<file path="config.mk">
export PLATFORM = sky130hd
export DESIGN_NAME = serial_mag_comparator_flat
export DESIGN_NICKNAME = d
export VERILOG_FILES = /design/src/rtl/serial_mag_comparator_pkg.sv /design/src/rtl/serial_mag_comparator_if.sv /design/src/rtl/serial_mag_comparator_cmp_digit.sv /design/src/rtl/serial_mag_comparator.sv /design/src/flat_wrapper.sv
export SDC_FILE = /design/constraint.sdc
export NUM_CORES = 1
export LEC_CHECK = 0
export BUFFER_PORTS_ARGS = -buffer_cell sky130_fd_sc_hd__buf_4
export CAP_MARGIN = 20
export CORE_MARGIN = 3
export CORE_UTILIZATION = 37
export CTS_BUF_LIST = sky130_fd_sc_hd__clkbuf_8
export DETAILED_ROUTE_END_ITERATION = 12
export GPL_TIMING_DRIVEN = 0
export PLACE_DENSITY = 0.54
export SLEW_MARGIN = 20
export SYNTH_ARGS = -nofsm -noshare
export SYNTH_HDL_FRONTEND = slang
export SYNTH_HIERARCHICAL = 1
export SYNTH_SLANG_ARGS = --single-unit
</file>
<file path="constraint.sdc">
create_clock -name clk -period 3.55 [get_ports clk]
set_input_delay 0.355 -clock clk [delete_from_list [all_inputs] [get_ports clk]]
set_output_delay 0.355 -clock clk [all_outputs]
set_load 0.05 [all_outputs]
</file>
<file path="src/rtl/serial_mag_comparator_pkg.sv">
// Shared types and result encoding for the serial magnitude comparator.
// Optional signed mode is selected with the SERIAL_CMP_SIGNED_EN macro.
package serial_cmp_pkg;

    typedef enum logic [1:0] {
        IDLE = 2'd0,
        CMP  = 2'd1,
        DONE = 2'd2
    } stateT;

    // Result flags packed as {a_gt_b, a_lt_b, a_eq_b}; one-hot once decided.
    localparam logic [2:0] GT   = 3'b100;
    localparam logic [2:0] LT   = 3'b010;
    localparam logic [2:0] EQ   = 3'b001;
    localparam logic [2:0] NONE = 3'b000;

endpackage

</file>
<file path="src/rtl/serial_mag_comparator_if.sv">
// Start/done handshake and operand/result bundle for serial_mag_comparator.
// With SERIAL_CMP_SIGNED_EN defined the bundle carries the sgn select.
interface serial_mag_comparator_if #(
    parameter int WIDTH = 8,
    parameter int DIGIT = 1
);
    localparam int STEPW = $clog2(WIDTH / DIGIT + 1);

    logic             start;
    logic [WIDTH-1:0] a;
    logic [WIDTH-1:0] b;
`ifdef SERIAL_CMP_SIGNED_EN
    logic             sgn;
`endif
    logic             busy;
    logic             done;
    logic             a_gt_b;
    logic             a_lt_b;
    logic             a_eq_b;
    logic [STEPW-1:0] steps;

    modport master (
`ifdef SERIAL_CMP_SIGNED_EN
        output sgn,
`endif
        output start, a, b,
        input  busy, done, a_gt_b, a_lt_b, a_eq_b, steps
    );

    modport slave (
`ifdef SERIAL_CMP_SIGNED_EN
        input  sgn,
`endif
        input  start, a, b,
        output busy, done, a_gt_b, a_lt_b, a_eq_b, steps
    );

endinterface

</file>
<file path="src/rtl/serial_mag_comparator_cmp_digit.sv">
// Combinational DIGIT-bit magnitude compare; equality is neither gt nor lt.
module cmp_digit #(
    parameter int DIGIT = 1
) (
    input  logic [DIGIT-1:0] digA,
    input  logic [DIGIT-1:0] digB,
    output logic             gt,
    output logic             lt
);

    // Plain unsigned compare of one digit.
    always_comb begin
        gt = (digA > digB);
        lt = (digA < digB);
    end

endmodule

</file>
<file path="src/rtl/serial_mag_comparator.sv">
// Sequential MSB-first magnitude comparator with early exit on the first
// differing digit. Signed (two's complement) mode via SERIAL_CMP_SIGNED_EN.
//
// state | meaning
// IDLE  | waiting for start; result flags and steps held
// CMP   | comparing one digit per cycle, shifting left while digits match
// DONE  | one-cycle done pulse, result valid
module serial_mag_comparator
    import serial_cmp_pkg::*;
#(
    parameter int WIDTH = 8,
    parameter int DIGIT = 1
) (
    input logic                   clk,
    input logic                   rst_n,
    serial_mag_comparator_if.slave cmpIf
);

    localparam int N     = WIDTH / DIGIT;
    localparam int STEPW = $clog2(N + 1);

    stateT            state;
    stateT            stateNext;
    logic [WIDTH-1:0] shA;
    logic [WIDTH-1:0] shB;
    logic [WIDTH-1:0] capA;
    logic [WIDTH-1:0] capB;
    logic [STEPW-1:0] cnt;
    logic [STEPW-1:0] stepReg;
    logic [2:0]       resFlags;
    logic             digGt;
    logic             digLt;
    logic             lastDigit;

    cmp_digit #(.DIGIT(DIGIT)) uDigit (
        .digA (shA[WIDTH-1 -: DIGIT]),
        .digB (shB[WIDTH-1 -: DIGIT]),
        .gt   (digGt),
        .lt   (digLt)
    );

    // Operand capture; signed mode flips each MSB so an unsigned compare orders two's complement.
    always_comb begin
`ifdef SERIAL_CMP_SIGNED_EN
        capA = cmpIf.a ^ (WIDTH'(cmpIf.sgn) << (WIDTH - 1));
        capB = cmpIf.b ^ (WIDTH'(cmpIf.sgn) << (WIDTH - 1));
`else
        capA = cmpIf.a;
        capB = cmpIf.b;
`endif
        lastDigit = (cnt == STEPW'(1));
    end

    // State register.
    always_ff @(posedge clk) begin
        if (!rst_n) state <= IDLE;
        else        state <= stateNext;
    end

    // Next-state logic and handshake outputs.
    always_comb begin
        stateNext   = state;
        cmpIf.busy  = 1'b0;
        cmpIf.done  = 1'b0;
        unique case (state)
            IDLE: if (cmpIf.start) stateNext = CMP;
            CMP: begin
                cmpIf.busy = 1'b1;
                if (digGt || digLt || lastDigit) stateNext = DONE;
            end
            DONE: begin
                cmpIf.done = 1'b1;
                stateNext  = IDLE;
            end
            default: stateNext = IDLE;
        endcase
    end

    // Shift registers, digit down-counter and result registers.
    always_ff @(posedge clk) begin
        if (!rst_n) begin
            shA      <= '0;
            shB      <= '0;
            cnt      <= '0;
            stepReg  <= '0;
            resFlags <= NONE;
        end else begin
            case (state)
                IDLE: if (cmpIf.start) begin
                    shA      <= capA;
                    shB      <= capB;
                    cnt      <= STEPW'(N);
                    resFlags <= NONE;
                end
                CMP: begin
                    if (digGt) begin
                        resFlags <= GT;
                        stepReg  <= STEPW'(N) - cnt + STEPW'(1);
                    end else if (digLt) begin
                        resFlags <= LT;
                        stepReg  <= STEPW'(N) - cnt + STEPW'(1);
                    end else if (lastDigit) begin
                        resFlags <= EQ;
                        stepReg  <= STEPW'(N);
                    end else begin
                        shA <= shA << DIGIT;
                        shB <= shB << DIGIT;
                        cnt <= cnt - STEPW'(1);
                    end
                end
                default: ;
            endcase
        end
    end

    assign cmpIf.a_gt_b = resFlags[2];
    assign cmpIf.a_lt_b = resFlags[1];
    assign cmpIf.a_eq_b = resFlags[0];
    assign cmpIf.steps  = stepReg;

endmodule

</file>
<file path="src/flat_wrapper.sv">
// flat-port wrapper written by rule: the top's interface ports become plain ports
module serial_mag_comparator_flat import serial_cmp_pkg::*;
#(
    parameter int WIDTH = 8,
    parameter int DIGIT = 1
)
  (clk, rst_n, cmpIf_start, cmpIf_a, cmpIf_b, cmpIf_busy, cmpIf_done, cmpIf_a_gt_b, cmpIf_a_lt_b, cmpIf_a_eq_b, cmpIf_steps);
  serial_mag_comparator_if #(.WIDTH(WIDTH), .DIGIT(DIGIT)) cmpIf_i ();
  input logic clk;
  input logic rst_n;
  input wire logic [$bits(cmpIf_i.start)-1:0] cmpIf_start;
  input wire logic [$bits(cmpIf_i.a)-1:0] cmpIf_a;
  input wire logic [$bits(cmpIf_i.b)-1:0] cmpIf_b;
  output wire logic [$bits(cmpIf_i.busy)-1:0] cmpIf_busy;
  output wire logic [$bits(cmpIf_i.done)-1:0] cmpIf_done;
  output wire logic [$bits(cmpIf_i.a_gt_b)-1:0] cmpIf_a_gt_b;
  output wire logic [$bits(cmpIf_i.a_lt_b)-1:0] cmpIf_a_lt_b;
  output wire logic [$bits(cmpIf_i.a_eq_b)-1:0] cmpIf_a_eq_b;
  output wire logic [$bits(cmpIf_i.steps)-1:0] cmpIf_steps;
  assign cmpIf_i.start = cmpIf_start;
  assign cmpIf_i.a = cmpIf_a;
  assign cmpIf_i.b = cmpIf_b;
  assign cmpIf_busy = cmpIf_i.busy;
  assign cmpIf_done = cmpIf_i.done;
  assign cmpIf_a_gt_b = cmpIf_i.a_gt_b;
  assign cmpIf_a_lt_b = cmpIf_i.a_lt_b;
  assign cmpIf_a_eq_b = cmpIf_i.a_eq_b;
  assign cmpIf_steps = cmpIf_i.steps;
  serial_mag_comparator #(.WIDTH(WIDTH), .DIGIT(DIGIT)) u_core (.clk(clk), .rst_n(rst_n), .cmpIf(cmpIf_i));
endmodule
</file>
* Yosys cells after proc, flatten, opt, wreduce, memory -nomap -nowiden
Index checks and enable logic that the tools add are counted.
** Word-level totals
- Logic and storage cells :: 57
- Output and inout bits :: 9
- Register bits :: 29
- Input bits :: 19
** Operators by class
- Add/sub/neg operators :: 3
- Mux-type cells :: 28
- Magnitude comparators :: 2
- Reduce and logical (&&, ||, !) cells :: 9
- Eq/ne operators :: 9
** Operator list (number)
- two-way mux 8 bit :: 8
- case mux 8 bit (2 select lines) :: 2
- two-way mux 4 bit :: 7
- two-way mux 3 bit :: 4
- inequality test 2 bit, second input constant :: 4
- case mux 4 bit (2 select lines) :: 1
- case mux 3 bit (2 select lines) :: 1
- AND reduction 5 bit :: 1
- adder 4 x 1 -> 4 bit, second input constant :: 1
- == test 4 x 1 -> 1 bit, second input constant :: 1
- two-way mux 2 bit :: 2
- inequality test 4 x 1 -> 1 bit, second input constant :: 1
- case mux 2 bit (2 select lines) :: 1
- AND reduction 2 bit :: 2
- subtractor 4 x 1 -> 4 bit, second input constant :: 1
- subtractor 4 bit, first input constant :: 1
- AND reduction 3 bit :: 1
- nonzero test 3 bit :: 1
- == test 2 x 1 -> 1 bit, second input constant :: 1
- == test 2 bit, second input constant :: 1
- zero test 2 bit :: 1
- logical OR 1 bit :: 2
- two-way mux 1 bit :: 2
- inequality test 2 x 1 -> 1 bit, second input constant :: 1
- other kinds (3) :: 3

* Logic depth before layout (Yosys ltp)
- Word-level depth :: 5
- Gate-level depth with buffers :: 7
- Gate-level depth less buffers :: 5

* Cells and area by module
The synthesis kept the hierarchy.
** Modules (own cells, without submodules)
- serial_mag_comparator :: instances 1, cells each 155, seq. area each 580.6 um2, area an instance 1405.1 um2
- cmp_digit :: instances 1, cells each 2, seq. area each 0.0 um2, area an instance 15.0 um2

* Worst setup path after synthesis
No wires, ideal clock.
- Path type :: register to register
- Start :: register u_core.state[1]
- End :: register u_core.shA[5]
- Required time :: 3.462 ns
- Path slack :: 1.871 ns
- Library setup time :: 0.088 ns
- Clock period less this slack :: 1.679 ns
- Stages on the path, launching flop included :: 6
- Path buffers :: 1
- Arrival :: 1.591 ns
- Cells stage by stage :: dfxtp_1 > nand2b_1 > clkinv_1 > clkbuf_1 > nand2_1 > a311oi_2
** On the way
- Word-level cells in the longest chain between the ends :: 3
- Elaborated cells between the ends (all ways) :: 9
- Those cells by class :: eq/ne (5); mux (1); reduce/logical (3)
** RTL lines
- start, declared :: line serial_mag_comparator.sv:22 : stateT state;
- start signal, assigned :: line serial_mag_comparator.sv:57 : else state <= stateNext;
- == test 2 x 1 -> 1 bit / zero test 2 bit (equally long branches) :: line serial_mag_comparator.sv:88 : case (state)
- inequality test 2 bit (no source line) / nonzero test 2 bit (equally long branches)
- AND reduction 5 bit (no source line)
- end signal, assigned :: line serial_mag_comparator.sv:90 : shA <= capA;
- end signal, assigned :: line serial_mag_comparator.sv:106 : shA <= shA << DIGIT;
- end, declared :: line serial_mag_comparator.sv:24 : logic [WIDTH-1:0] shA;
Several ways; a longest one is shown, not always the timed one.
A chain may end at the register's enable or synchronous reset.

* Worst setup path after layout
- Start :: register u_core.state[1]
- End :: output cmpIf_busy
** On the way
- Word-level cells in the longest chain between the ends :: 2
** RTL lines
- == test 2 x 1 -> 1 bit :: line serial_mag_comparator.sv:65 : unique case (state)
- two-way mux 1 bit :: line serial_mag_comparator.sv:65
- end, declared :: line flat_wrapper.sv:14 : output wire logic [$bits(cmpIf_i.busy)-1:0] cmpIf_busy;
No other way between the ends.

==> flow_summary.json <==
{
  "yosys-top-cells-area": "dfxtp_1, nand2_1, a211oi_1",
  "setup-violations-final": 0,
  "cp_top_family": "buffers and inverters",
  "report.final.hold_viol_count": 0,
  "hold_buffers": 0,
  "crit_required_ns": 3.19,
  "slew_headroom_pct": 64.6,
  "cts_sinks": 29,
  "finalCritPeriodShare_pct": 57.5,
  "core_um2": 3520,
  "p_clk_share_pct": 27.8,
  "dp_hpwl_mm": 2.62,
  "cts-root-buf": "clkbuf_8",
  "cts_made_buffers": 5,
  "combPwrFrac_pct": 30.9,
  "met2_usage_pct": 26.2,
  "arrival_ns": 1.69,
  "ys_ff_latch": 29,
  "drc": 0,
  "clk_pin_slew_ns": 0.06,
  "swShare_pct": 33.7,
  "drive_gt1_share_pct": 24.6,
  "cp-start-kind": "flop",
  "io_buffers": 27,
  "met1_usage_pct": 25.1,
  "die_x_um": 68.0,
  "reg2regPathDepth": 6,
  "grt_overflow": 0,
  "status": "finished clean",
  "synth_flop_cell": "dfxtp_1",
  "finalWeightedCongestion": 0.790,
  "grt_pass1_vias": 1261,
  "endpoint_kind": "output port",
  "p_sw_mw": 0.326,
  "antenna_cells": 0,
  "intPower_mw": 0.641,
  "syn_inst": 157,
  "clock_path_buffers": 2,
  "h-tree-depth": 2,
  "grt_use_total_pct": 18.1,
  "rsz0062_at_grt": "no",
  "max_stage_delay_ns": 0.45,
  "placed_area_um2": 1680,
  "first_pass_iters": 4,
  "synth_top_area_share_pct": 40.9,
  "finalWorstPathRequiredPeriod_ns": 2.04,
  "pwr-share-seq_pct": 41.3,
  "synth_edf_count": 0,
  "start_util_pct": 40.3,
  "clk_latency_ns": 0.28,
  "finish.net_count": 214,
  "syn_area_per_cell_um2": 9.05,
  "met3_usage_pct": 6.08,
  "die_h_um": 68.0,
  "fin_setup_tns_ns": 0,
  "vias": 1327,
  "cp_max_fo": 10,
  "drv_slew": 0,
  "tightest_slew_ns": 0.532,
  "num_rows": 21,
  "slowest_stage": "clkbuf_1",
  "drv_cap": 0,
  "timing.fmax_ghz": 0.490,
  "ys_seq_area_share_pct": 40.9,
  "p_per_area_nw_per_um2": 547,
  "via_per_inst": 5.60,
  "die_area_um2": 4620,
  "hp-class": "in -> reg",
  "fin_worst_skew_ns": 0.00701,
  "critical_path_class": "reg -> out",
  "crit_chain": "nand2b_1, clkinv_1, clkbuf_1, buf_4",
  "worst-path-stages": 4,
  "syn-cell-area_um2": 1420,
  "synth.distinct_cells": 40,
  "syn-num-nets": 180,
  "cts_tree": "built",
  "fin_area_um2": 1770,
  "cellLeakagePower_nw": 0.698,
  "synthArstFlopShare_pct": 0,
  "top_usage_layer": "met2",
  "syn_to_final_growth_pct": 24.4,
  "cp_num_buf_inv": 3,
  "cts_resized": 0,
  "synth.largest_area_cell": "dfxtp_1",
  "yosysMostFrequentCell": "nand2_1",
  "antenna_found_initial": 0,
  "wl_per_cell_um": 15.8,
  "grt_pass1_wl_mm": 6.15,
  "num_io_pins": 28,
  "drtIter0Drc": 85,
  "wl_mm": 3.74,
  "postCtsSetupRepairBufs": 0,
  "yosys-top-cells-count": "nand2_1, dfxtp_1, a211oi_1",
  "ys_warn_count": 6,
  "min_path_cells": 3,
  "ant_nets": 0,
  "grt_max_degree": 11,
  "ir_drop_mv": 0.251
}
-- worst register-to-register path, cell delays in order (launching register included) --
cell and delay, ns:
dfxtp_1 0.34, and2b_2 0.27, nor4b_2 0.29, buf_4 0.24, buf_2 0.25, a211oi_1 0.10
a311oi_1 0.26
-- per-layer routing --
| layer | vias to the layer above | wire, um |
|---|---|---|
| li1 | 647 | - |
| met1 | 636 | 1740 |
| met2 | 36 | 1710 |
| met3 | 8 | 229 |
| met4 | 0 | 62 |
| met5 | - | 0 |
-- layout by cell type, fill, tap and decap left out, drive strengths merged, types with 3 or more instances in the layout --
cell type  instances
inv                5
clkbuf            11
nand3              3
ha                 4
o21ai              3
buf               36
a211oi            14
a311oi            14
nand2             30
nor2b              5
dfxtp             29
a21oi              3
a22o               4
nor3b              3
-- power by group through the flow --
stage	clock [mW]	combinational [mW]	sequential, mW
2_1_floorplan	0	0.195	0.419
3_3_place_gp	0	0.291	0.405
3_5_place_dp	0	0.297	0.406
4_1_cts	0.272	0.299	0.399
5_1_grt	0.289	0.328	0.405
6_report	0.269	0.299	0.399
-- final cells by class --
class / instances / area (um^2)
Buffer: 14 / 77.6
Tap cell: 46 / 57.6
Multi-Input combinational cell: 108 / 739
Sequential cell: 29 / 581
Timing Repair Buffer: 27 / 203
Clock buffer: 6 / 82.6
Clock inverter: 1 / 3.75
Inverter: 6 / 22.5
Fill cell: 373 / 1750
-- registers in the layout, summed over array words and instances, names as in the netlist --
register            count
u_core/resFlags         3
u_core/shA              8
u_core/state            2
u_core/cnt              4
u_core/shB              8
u_core/cmpIf.steps      4
-- stage by stage --
step	hold slack, ns	instances	util [%]	setup slack (ns)	power (mW)
global route	0.303	237	50.2	1.40	1.02
detailed placement	0.458	230	47.7	1.73	0.703
CTS	0.300	237	50.2	1.50	0.970
floorplan	0.436	157	-	1.87	0.615
finish	0.300	237	50.2	1.51	0.967
global placement	0.450	230	47.7	1.74	0.696
-- logic make-up (layout without fill, tap and decap cells) --
group	after synthesis	count (layout)	share of synthesized area (%)
fa+ha+maj	4	4	3.52
flops	29	29	40.9
compound gates	48	48	28.1
buf+inv	20	54	7.05
simple gates	55	55	19.8
xor+xnor	1	1	0.617
-- worst paths after layout --
kind | end | slack [ns] | startpoint
worst max register to register | u_core/shB[7]$_SDFFE_PN0P_ | 1.71 | u_core/shB[7]$_SDFFE_PN0P_
worst max-delay path | cmpIf_busy | 1.51 | u_core/state[1]$_SDFFE_PN0P_
worst min-delay path | u_core/shA[0]$_SDFFE_PN0P_ | 0.30 | cmpIf_a[0]
worst min register to register | u_core/shA[0]$_SDFFE_PN0P_ | 0.47 | u_core/shA[0]$_SDFFE_PN0P_
Note: power is estimated with default switching activity, not from simulation.
